File: config.mk
export PLATFORM = sky130hd
export DESIGN_NAME = xswitch_nxn_rr
export DESIGN_NICKNAME = d
export VERILOG_FILES = /design/src/rtl/xswitch_nxn_rr.sv
export SDC_FILE = /design/constraint.sdc
export NUM_CORES = 1
export LEC_CHECK = 0
export ABC_AREA = 0
export CORE_ASPECT_RATIO = 0.7
export CORE_UTILIZATION = 30
export CTS_CLUSTER_SIZE = 12
export DETAILED_ROUTE_END_ITERATION = 8
export GPL_TIMING_DRIVEN = 0
export SYNTH_ARGS = -nofsm -noshare
export SYNTH_HDL_FRONTEND = slang
export SYNTH_SLANG_ARGS = --single-unit
File: constraint.sdc
create_clock -name clk -period 4.07 [get_ports clk]
set_input_delay 0.407 -clock clk [delete_from_list [all_inputs] [get_ports clk]]
set_output_delay 0.407 -clock clk [all_outputs]
set_load 0.1 [all_outputs]
File: src/rtl/xswitch_nxn_rr.sv
// ---------------------------------------------------------------------------
// xswitch_nxn_rr
//   Parametrised NxN crossbar. Each input port pushes words into its own
//   FIFO; each output port holds one word in a register, filled by a
//   per-output round-robin arbiter over the FIFO heads that target it.
//
// Parameters
//   NPORTS      number of input and output ports (2..16)
//   DATA_W      data word width
//   ADDR_W      address width; destination = addr_in[DST_W-1:0]
//   FIFO_DEPTH  input FIFO depth per port (power of two, >= 2)
//
// Ports
//   clk        rising-edge clock
//   reset      asynchronous active-low reset
//   data_in    slice i = input port i word
//   addr_in    slice i = input port i address (low DST_W bits = output)
//   valid_in   input port i offers a word
//   rcv_rdy    input port i FIFO can accept (registered from FIFO count)
//   err_drop   one-cycle pulse: port i word dropped, destination >= NPORTS
//   data_out   slice j = word held in output j
//   addr_out   slice j = address of the held word, unchanged
//   valid_out  output j holds a word
//   data_rd    output j consumer pops the held word
//
// Handshake: an input word transfers on a rising edge where
// valid_in[i] & rcv_rdy[i]; otherwise the sender holds it. An output word
// leaves on a rising edge where valid_out[j] & data_rd[j]; data_rd while
// valid_out is low is ignored.
// ---------------------------------------------------------------------------
module xswitch_nxn_rr #(
    parameter int NPORTS     = 4,
    parameter int DATA_W     = 8,
    parameter int ADDR_W     = 8,
    parameter int FIFO_DEPTH = 4
) (
    input  logic                     clk,
    input  logic                     reset,
    input  logic [NPORTS*DATA_W-1:0] data_in,
    input  logic [NPORTS*ADDR_W-1:0] addr_in,
    input  logic [NPORTS-1:0]        valid_in,
    output logic [NPORTS-1:0]        rcv_rdy,
    output logic [NPORTS-1:0]        err_drop,
    output logic [NPORTS*DATA_W-1:0] data_out,
    output logic [NPORTS*ADDR_W-1:0] addr_out,
    output logic [NPORTS-1:0]        valid_out,
    input  logic [NPORTS-1:0]        data_rd
);

    localparam int DST_W = (NPORTS <= 2) ? 1 : $clog2(NPORTS);
    localparam int PTR_W = $clog2(FIFO_DEPTH);
    localparam int CNT_W = PTR_W + 1;

    // FIFO storage and control
    logic [DATA_W-1:0] r_fifo_data [NPORTS][FIFO_DEPTH];
    logic [ADDR_W-1:0] r_fifo_addr [NPORTS][FIFO_DEPTH];
    logic [PTR_W-1:0]  r_wr_ptr    [NPORTS];
    logic [PTR_W-1:0]  r_rd_ptr    [NPORTS];
    logic [CNT_W-1:0]  r_count     [NPORTS];
    logic [NPORTS-1:0] r_rcv_rdy;
    logic [NPORTS-1:0] r_err_drop;

    // Output registers and arbiter pointers
    logic [NPORTS-1:0] r_valid_out;
    logic [DATA_W-1:0] r_data_out [NPORTS];
    logic [ADDR_W-1:0] r_addr_out [NPORTS];
    logic [DST_W-1:0]  r_rr_ptr   [NPORTS];

    logic [NPORTS-1:0] w_accept;
    logic [NPORTS-1:0] w_dst_bad;
    logic [NPORTS-1:0] w_push;
    logic [NPORTS-1:0] w_pop;
    logic [NPORTS-1:0] w_nonempty;
    logic [NPORTS-1:0] w_out_free;
    logic [NPORTS-1:0] w_grant_any;
    logic [DATA_W-1:0] w_head_data [NPORTS];
    logic [ADDR_W-1:0] w_head_addr [NPORTS];
    logic [DST_W-1:0]  w_head_dst  [NPORTS];
    logic [NPORTS-1:0] w_req       [NPORTS];  // w_req[j][i]: input i head targets output j
    logic [DST_W-1:0]  w_win       [NPORTS];
    logic [DST_W-1:0]  w_rr_next   [NPORTS];
    logic [CNT_W-1:0]  w_cnt_next  [NPORTS];

    // Input side: accept, destination check, FIFO heads
    always_comb begin
        w_accept   = '0;
        w_dst_bad  = '0;
        w_push     = '0;
        w_nonempty = '0;
        for (int i = 0; i < NPORTS; i++) begin
            w_accept[i]    = valid_in[i] & r_rcv_rdy[i];
            // Widened by one bit so the compare is meaningful for any NPORTS.
            w_dst_bad[i]   = ({1'b0, addr_in[i*ADDR_W +: DST_W]} >= (DST_W+1)'(NPORTS));
            w_push[i]      = w_accept[i] & ~w_dst_bad[i];
            w_nonempty[i]  = (r_count[i] != '0);
            w_head_data[i] = r_fifo_data[i][r_rd_ptr[i]];
            w_head_addr[i] = r_fifo_addr[i][r_rd_ptr[i]];
            w_head_dst[i]  = r_fifo_addr[i][r_rd_ptr[i]][DST_W-1:0];
        end
    end

    // Request matrix and output availability
    always_comb begin
        w_out_free = '0;
        for (int j = 0; j < NPORTS; j++) begin
            w_req[j]      = '0;
            w_out_free[j] = ~r_valid_out[j] | data_rd[j];
            for (int i = 0; i < NPORTS; i++) begin
                w_req[j][i] = w_nonempty[i] && (w_head_dst[i] == DST_W'(i - i + j));
            end
        end
    end

    // Round-robin search per output, starting at r_rr_ptr[j]
    always_comb begin
        int idx;
        idx         = 0;
        w_grant_any = '0;
        for (int j = 0; j < NPORTS; j++) begin
            w_win[j]     = '0;
            w_rr_next[j] = r_rr_ptr[j];
            for (int k = 0; k < NPORTS; k++) begin
                idx = int'(r_rr_ptr[j]) + k;
                if (idx >= NPORTS) begin
                    idx = idx - NPORTS;
                end
                if (w_out_free[j] && !w_grant_any[j] && w_req[j][idx]) begin
                    w_grant_any[j] = 1'b1;
                    w_win[j]       = DST_W'(idx);
                end
            end
            if (int'(w_win[j]) == NPORTS - 1) begin
                w_rr_next[j] = '0;
            end else begin
                w_rr_next[j] = w_win[j] + DST_W'(1);
            end
        end
    end

    // A head has a single destination, so at most one output pops each input.
    always_comb begin
        w_pop = '0;
        for (int i = 0; i < NPORTS; i++) begin
            for (int j = 0; j < NPORTS; j++) begin
                if (w_grant_any[j] && (w_win[j] == DST_W'(i))) begin
                    w_pop[i] = 1'b1;
                end
            end
        end
    end

    always_comb begin
        for (int i = 0; i < NPORTS; i++) begin
            w_cnt_next[i] = r_count[i];
            if (w_push[i] && !w_pop[i]) begin
                w_cnt_next[i] = r_count[i] + CNT_W'(1);
            end else if (!w_push[i] && w_pop[i]) begin
                w_cnt_next[i] = r_count[i] - CNT_W'(1);
            end
        end
    end

    // FIFO storage needs no reset: the cleared count marks every slot empty.
    always_ff @(posedge clk) begin
        for (int i = 0; i < NPORTS; i++) begin
            if (w_push[i]) begin
                r_fifo_data[i][r_wr_ptr[i]] <= data_in[i*DATA_W +: DATA_W];
                r_fifo_addr[i][r_wr_ptr[i]] <= addr_in[i*ADDR_W +: ADDR_W];
            end
        end
    end

    always_ff @(posedge clk or negedge reset) begin
        if (!reset) begin
            for (int i = 0; i < NPORTS; i++) begin
                r_wr_ptr[i] <= '0;
                r_rd_ptr[i] <= '0;
                r_count[i]  <= '0;
            end
            r_rcv_rdy  <= '0;
            r_err_drop <= '0;
        end else begin
            for (int i = 0; i < NPORTS; i++) begin
                if (w_push[i]) begin
                    r_wr_ptr[i] <= r_wr_ptr[i] + PTR_W'(1);
                end
                if (w_pop[i]) begin
                    r_rd_ptr[i] <= r_rd_ptr[i] + PTR_W'(1);
                end
                r_count[i]    <= w_cnt_next[i];
                r_rcv_rdy[i]  <= (w_cnt_next[i] != CNT_W'(FIFO_DEPTH));
                r_err_drop[i] <= w_accept[i] & w_dst_bad[i];
            end
        end
    end

    always_ff @(posedge clk or negedge reset) begin
        if (!reset) begin
            r_valid_out <= '0;
            for (int j = 0; j < NPORTS; j++) begin
                r_data_out[j] <= '0;
                r_addr_out[j] <= '0;
                r_rr_ptr[j]   <= '0;
            end
        end else begin
            for (int j = 0; j < NPORTS; j++) begin
                if (w_grant_any[j]) begin
                    r_valid_out[j] <= 1'b1;
                    r_data_out[j]  <= w_head_data[w_win[j]];
                    r_addr_out[j]  <= w_head_addr[w_win[j]];
                    r_rr_ptr[j]    <= w_rr_next[j];
                end else if (data_rd[j]) begin
                    r_valid_out[j] <= 1'b0;
                end
            end
        end
    end

    always_comb begin
        data_out = '0;
        addr_out = '0;
        for (int j = 0; j < NPORTS; j++) begin
            data_out[j*DATA_W +: DATA_W] = r_data_out[j];
            addr_out[j*ADDR_W +: ADDR_W] = r_addr_out[j];
        end
    end

    assign valid_out = r_valid_out;
    assign rcv_rdy   = r_rcv_rdy;
    assign err_drop  = r_err_drop;

endmodule
* Word level (Yosys, flattened, before mapping)
Memories as Yosys holds them, arrays and structs flattened.
Cells that the tools add are included.
W data, S select, Z words.
** Operators by class
- Equality and inequality tests :: 32
- Reductions and logical operators :: 108
- Add/subtract/negate cells :: 48
- $lt $le $gt $ge :: 48
- Multiplexer cells :: 196
- Bitwise gates (word level) :: 24
** Operators with widths (count)
- $mux W32 :: 20
- $lt A32 B4 Y1 const B :: 16
- $mux W8 :: 36
- $bmux W8 S2 :: 16
- $mux W1 :: 76
- $ge A3 B3 Y1 const B :: 24
- $logic_and A1 B1 Y1 :: 72
- $demux W8 S2 :: 4
- $sub A3 B3 Y4 const B :: 12
- $mux W2 :: 20
- $not A2 Y3 :: 12
- $bmux W1 S2 :: 16
- $eq A2 B2 Y1 const B :: 16
- $add A2 B1 Y2 const B :: 12
- $add A2 B2 Y3 const B :: 8
- $eq A2 B1 Y1 const B :: 12
- $mux W3 :: 8
- $logic_not A1 Y1 :: 20
- $logic_not A2 Y1 :: 8
- $sub A2 B3 Y4 const B :: 4
- $add A2 B1 Y3 const B :: 4
- $add A3 B1 Y3 const B :: 4
- $ge A2 B3 Y1 const B :: 4
- $lt A3 B1 Y1 const B :: 4
- other kinds (7) :: 28
** Word-level totals
- Logic and storage cells :: 487
- Bits in writable memories :: 256
- Flip-flop bits (word level) :: 108
- Output and inout bits :: 76
- Memories kept :: 2
** Memories
- r_fifo_addr :: words 4, width 32, rd ports 4, clocked after Yosys merged registers in 0, wr ports 4, RTL line 56 : logic [ADDR_W-1:0] r_fifo_addr [NPORTS][FIFO_DEPTH];
- r_fifo_data :: words 4, width 32, rd ports 4, clocked after Yosys merged registers in 0, wr ports 4, RTL line 55 : logic [DATA_W-1:0] r_fifo_data [NPORTS][FIFO_DEPTH];

* Depth between registers and ports, before layout
- Depth after elaboration :: 33
- Gate-level depth with buffers :: 18
- Gate-level depth less buffers :: 16

* Worst setup path before layout
No wires, ideal clock.
- Kind :: register to register
- Start point :: reg r_rd_ptr[2] (netlist bit)
- End point :: reg r_rcv_rdy[2] (netlist: rcv_rdy[2])
- Library setup time :: 118 ps
- Arrival :: 4178 ps
- Period minus slack after synthesis :: 4296 ps
- Data required time :: 3952 ps
- Stages on the path, launching flop included :: 17
- Slack :: -226 ps
- Path through :: dfrtp_1 -> buf_2 -> mux4_2 -> or4b_2 -> a21oi_1 -> o22ai_1 -> nand2_1 -> nand2_1 -> o31ai_2 -> buf_2 -> inv_1 -> ha_1 -> a222oi_1 -> a21boi_2 -> xnor2_1 -> o221ai_1 -> a21o_1
** Between the ends
- Word-level cells in the longest chain between the ends :: 33
- Elaborated cells on any way between the ends :: 150
- Those cells by class :: eq/ne (8); mux (89); bitwise (1); reduce/logical (52)
** RTL lines
- from (decl) :: RTL line 58 : logic [PTR_W-1:0] r_rd_ptr [NPORTS];
- from (signal, indexed assignment) :: RTL line 188 : r_rd_ptr[i] <= r_rd_ptr[i] + PTR_W'(1);
- $not A2 Y3 (not written as such) (*) :: RTL line 98 : w_head_dst[i] = r_fifo_addr[i][r_rd_ptr[i]][DST_W-1:0];
- $bmux W8 S2 (*) :: RTL line 98
- $mux W8 (not written as such) (*) (2 in a row) :: RTL line 98
- $logic_not A2 Y1 :: RTL line 109 : w_req[j][i] = w_nonempty[i] && (w_head_dst[i] == DST_W'(i - i + j));
- $logic_and A1 B1 Y1 :: RTL line 109
- $bmux W1 S2 :: RTL line 127 : if (w_out_free[j] && !w_grant_any[j] && w_req[j][idx]) begin
- $mux W1 (not written as such) (2 in a row) :: RTL line 127
- $logic_and A1 B1 Y1 :: RTL line 127
- [13 not listed]
- $eq A2 B2 Y1 :: RTL line 145 : if (w_grant_any[j] && (w_win[j] == DST_W'(i))) begin
- $logic_and A1 B1 Y1 :: RTL line 145
- $mux W1 (3 in a row) :: RTL line 145
- $mux W1 (*) :: RTL line 145
- $logic_and A1 B1 Y1 or $logic_not A1 Y1 (tied branches) :: RTL line 157, 155
- $mux W3 or $logic_and A1 B1 Y1 (tied branches) :: RTL line 157, 155
- $mux W3 (*) :: RTL line 155 : if (w_push[i] && !w_pop[i]) begin
- $ne A3 B3 Y1 (*) :: RTL line 191 : r_rcv_rdy[i] <= (w_cnt_next[i] != CNT_W'(FIFO_DEPTH));
- to (signal, indexed assignment) :: RTL line 191
- to (decl) :: RTL line 60 : logic [NPORTS-1:0] r_rcv_rdy;
Every way passes the cells marked *; elsewhere a longest branch is shown, timed or not. The select of a mux whose other input is x is not followed.
A chain may end at the register's enable or synchronous reset.

* Worst setup path after layout
- Start point :: reg r_rd_ptr[0] (netlist bit)
- End point :: reg r_rcv_rdy[3] (netlist: rcv_rdy[3])
Same word-level chain as after synthesis.

==> flow_summary_export.csv <==
group,metric,value,unit
critical_path,crit_path_max_fanout,4,
critical_path,regToRegSetupSlack,-0.05,ns
synth,ys_types,65,
synth,async_flop_share,29.67,%
sta,hold_viol,0,
detailed_routing,first_iter_violations,1012,
clock_tree,cts_tree,"done",
sta,worstMarginPinSlew,1.013,ns
status,violations,"setup timing",
cells_and_area,area_growth,27.00,%
cells_and_area,seq_area,10390,µm²
status,status,"complete, but fails checks",
synth,synth-seq-area-share,61.91,%
sta,rsz0062_at_grt,"true",
cells_and_area,drive_gt1_share,22.66,%
global_route,grt_pass1_vias,10510,
die,coreArea,55220,µm²
critical_path,critPathKind,"reg -> reg",
synth,synth_seq_cells,364,
cells_and_area,post-route-cell-area,21310,µm²
cells_and_area,fin_nets,1469,
synth,synth_edf_count,256,
critical_path,critPathMaxStageDelay,0.64,ns
die,ios,150,
detailed_routing,drt_wl_total,46370,µm
place,dp_hpwl,33810,µm
critical_path,crit_chain,"buf_8 > mux4_2 > or4b_4 > a21oi_4 > o22ai_4 > nand2_2 > nand2_2 > o31ai_4 > buf_12 > inv_6 > ha_4 > a222oi_1 > buf_4 > a21boi_4 > xnor2_2 > o221ai_2 > a21o_1",
synth,ys_warn_count,0,
cells_and_area,final_common_cell,"edfxtp_1",
place,place.port_buffers,145,
cells_and_area,fillers,5116,
hold_path,holdCritPathClass,"in -> async",
global_route,grt_overflow,0,
critical_path,cpMostUsedCell,"nand2_2",
synth,synth.avg_cell_area,15.05,µm²
sta,setup_viol,2,
synth,synth_flop_cell,"edfxtp_1",
sta,finalSetupTns,-0.06094,ns
die,start_util,30.39,%
detailed_routing,final_antenna_net_count,0,
clock_tree,clkSinkCount,364,
die,die-width,284.7,µm
place,gp_congestion,0.8926,
cells_and_area,final_cell_mix,"edfxtp_1 (256), clkdlybuf4s50_1 (144), mux2i_1 (114), dfrtp_1 (105), nand2_1 (78)",
clock_tree,cts_buffers,38,
sta,fin_crit_sh,101.2,%
critical_path,cp.arrival,4.56,ns
clock_tree,path_clk_slew,0.07,ns
clock_tree,cts_max_level,2,
global_route,antenna_found_initial,1,
die,row_count,72,
sta,finalClockSkew,0.02425,ns
sta,layout_min_cycle_time,4.118,ns
critical_path,start_kind,"flip-flop",
detailed_routing,via_per_inst,4.987,
clock_tree,insertion_delay,0.55,ns
critical_path,r2r_start,"r_rd_ptr[0]",
sta,finalMaxSlewViolations,0,
critical_path,crit_path_end_kind,"flip-flop",
critical_path,cp.required,4.51,ns
detailed_routing,drt_pass1_iterations,5,
synth,yosysTopAreaCell,"edfxtp_1",
sta,slew_headroom,32.27,%
die,dieArea,56910,µm²
synth,synth.top_cells.by_area,"edfxtp_1 (46%), dfrtp_1 (16%), mux4_2 (8.9%)",
detailed_routing,route.detailed.drc,0,
global_route,grt_max_degree,85,
synth,syn-instance-count,1115,
global_route,grt_pass1_wl,67900,µm
critical_path,ff2ff_path_depth,17,
detailed_routing,route.vias.total,10580,
synth,netlist_area,16780,µm²
clock_tree,cts_buffer_depth,3,
critical_path,r2r-end,"rcv_rdy[3]",
detailed_routing,wire_per_inst,21.85,µm
synth,synth_top_area_share,45.81,%
place,placedInstanceArea,19220,µm²
sta,setup_ws,-0.04825,ns
sta,max_freq,242.8,MHz
die,die_h,199.9,µm
critical_path,slowest_stage,"mux4_2",
cells_and_area,multi_input_area,6412,µm²
global_route,grt_usage,16.13,%
clock_tree,ctsRootBufferMaster,"clkbuf_16",
run,maxCapViolCount,0,
[cell families after synthesis]
logic type / synth area share [%]
buffers and inverters: 2.341
AND/OR/NAND/NOR: 6.546
AO/OA/AOI/OAI: 5.972
XOR/XNOR: 1.253
other: 0.02234
adder cells (fa/ha/maj): 3.415
flip-flops: 61.91
multiplexers: 18.54
[registers in the layout, summed over array words and instances, names as in the netlist]
name,count
r_fifo_addr,128
r_fifo_data,128
addr_out,32
data_out,32
r_count,12
r_rd_ptr,8
r_rr_ptr,8
r_wr_ptr,8
rcv_rdy,4
valid_out,4
[worst max-delay path, delay by kind of cell, from the launching register on]
family          cells  cell delay, ns
compound gates      7            1.37
simple gates        3            0.78
mux                 1            0.64
buf+inv             4            0.54
flops               1            0.36
xor+xnor            1            0.17
fa+ha+maj           1            0.14
[Yosys cell counts (all sizes together) (3+ instances only)]
| master | n |
|---|---|
| edfxtp | 256 |
| mux2i | 114 |
| dfrtp | 108 |
| nand2 | 81 |
| o21ai | 73 |
| mux4 | 66 |
| ha | 44 |
| mux2 | 43 |
| nor2 | 33 |
| inv | 31 |
| clkbuf | 30 |
| buf | 26 |
| xnor2 | 22 |
| a21oi | 21 |
| and3 | 21 |
| a221oi | 15 |
| nor3 | 13 |
| nand2b | 11 |
| nor2b | 11 |
| and2 | 10 |
| nand3 | 7 |
| nor3b | 6 |
| or3 | 6 |
| a21boi | 5 |
| a21o | 4 |
| a222oi | 4 |
| nor4 | 4 |
| o221ai | 4 |
| o31ai | 4 |
| or4b | 4 |
| a211oi | 3 |
| a31oi | 3 |
| and3b | 3 |
| o22ai | 3 |
[metal layers]
layer	share of wire, %	vias to the layer above	track usage (%)
met2	46	313	25.48
met4	2.0	0	3.505
met5	0	-	0
li1	-	4740	-
met3	5.6	71	2.875
met1	46	5458	23.17
[how the worst max path moves through the flow]
stage / from / to / slack [ns]
floorplan: r_rd_ptr[0] / rcv_rdy[2] / 0.01
global placement: reset / r_wr_ptr[1] / -2.14
detailed placement: r_rd_ptr[1] / rcv_rdy[3] / -1.14
CTS: r_rd_ptr[6] / rcv_rdy[3] / -0.03
global route: r_rd_ptr[4] / rcv_rdy[3] / -0.17
finish: r_rd_ptr[0] / rcv_rdy[3] / -0.05
[repair_timing]
item	in CTS	in global routing
gates resized for setup	60	59
endpoints found under the hold margin	24	0
hold buffers	1	0
pin swaps	20	42
setup buffers	25	30
setup endpoints to repair	30	33
[per-stage QoR]
| stage | cells | util [%] | worst slack, ns | hold slack, ns |
|---|---|---|---|---|
| floorplan | 1118 | - | 0.01168 | 0.1114 |
| CTS | 2093 | 37.80 | -0.03165 | 0.3115 |
| global placement | 2003 | 34.76 | -2.135 | 0.4538 |
| detailed placement | 2004 | 34.81 | -1.140 | 0.3072 |
| global route | 2122 | 38.60 | -0.1740 | 0.3344 |
| finish | 2122 | 38.60 | -0.04825 | 0.3102 |
[final cells by class]
| type | instances | area share, % |
|---|---|---|
| flip-flops and latches | 364 | 48.76 |
| multi-input cells | 665 | 30.09 |
| repair buffers | 202 | 9.152 |
| clock buffers | 66 | 5.348 |
| well taps | 740 | 4.344 |
| plain buffers | 47 | 1.333 |
| inverters | 33 | 0.6222 |
| clock inverters | 4 | 0.3405 |
| diodes | 1 | 0.01174 |
Power is left out: the tool's default activity adds up to more than one toggle a clock period on the data nets, which glitch-free logic cannot reach.
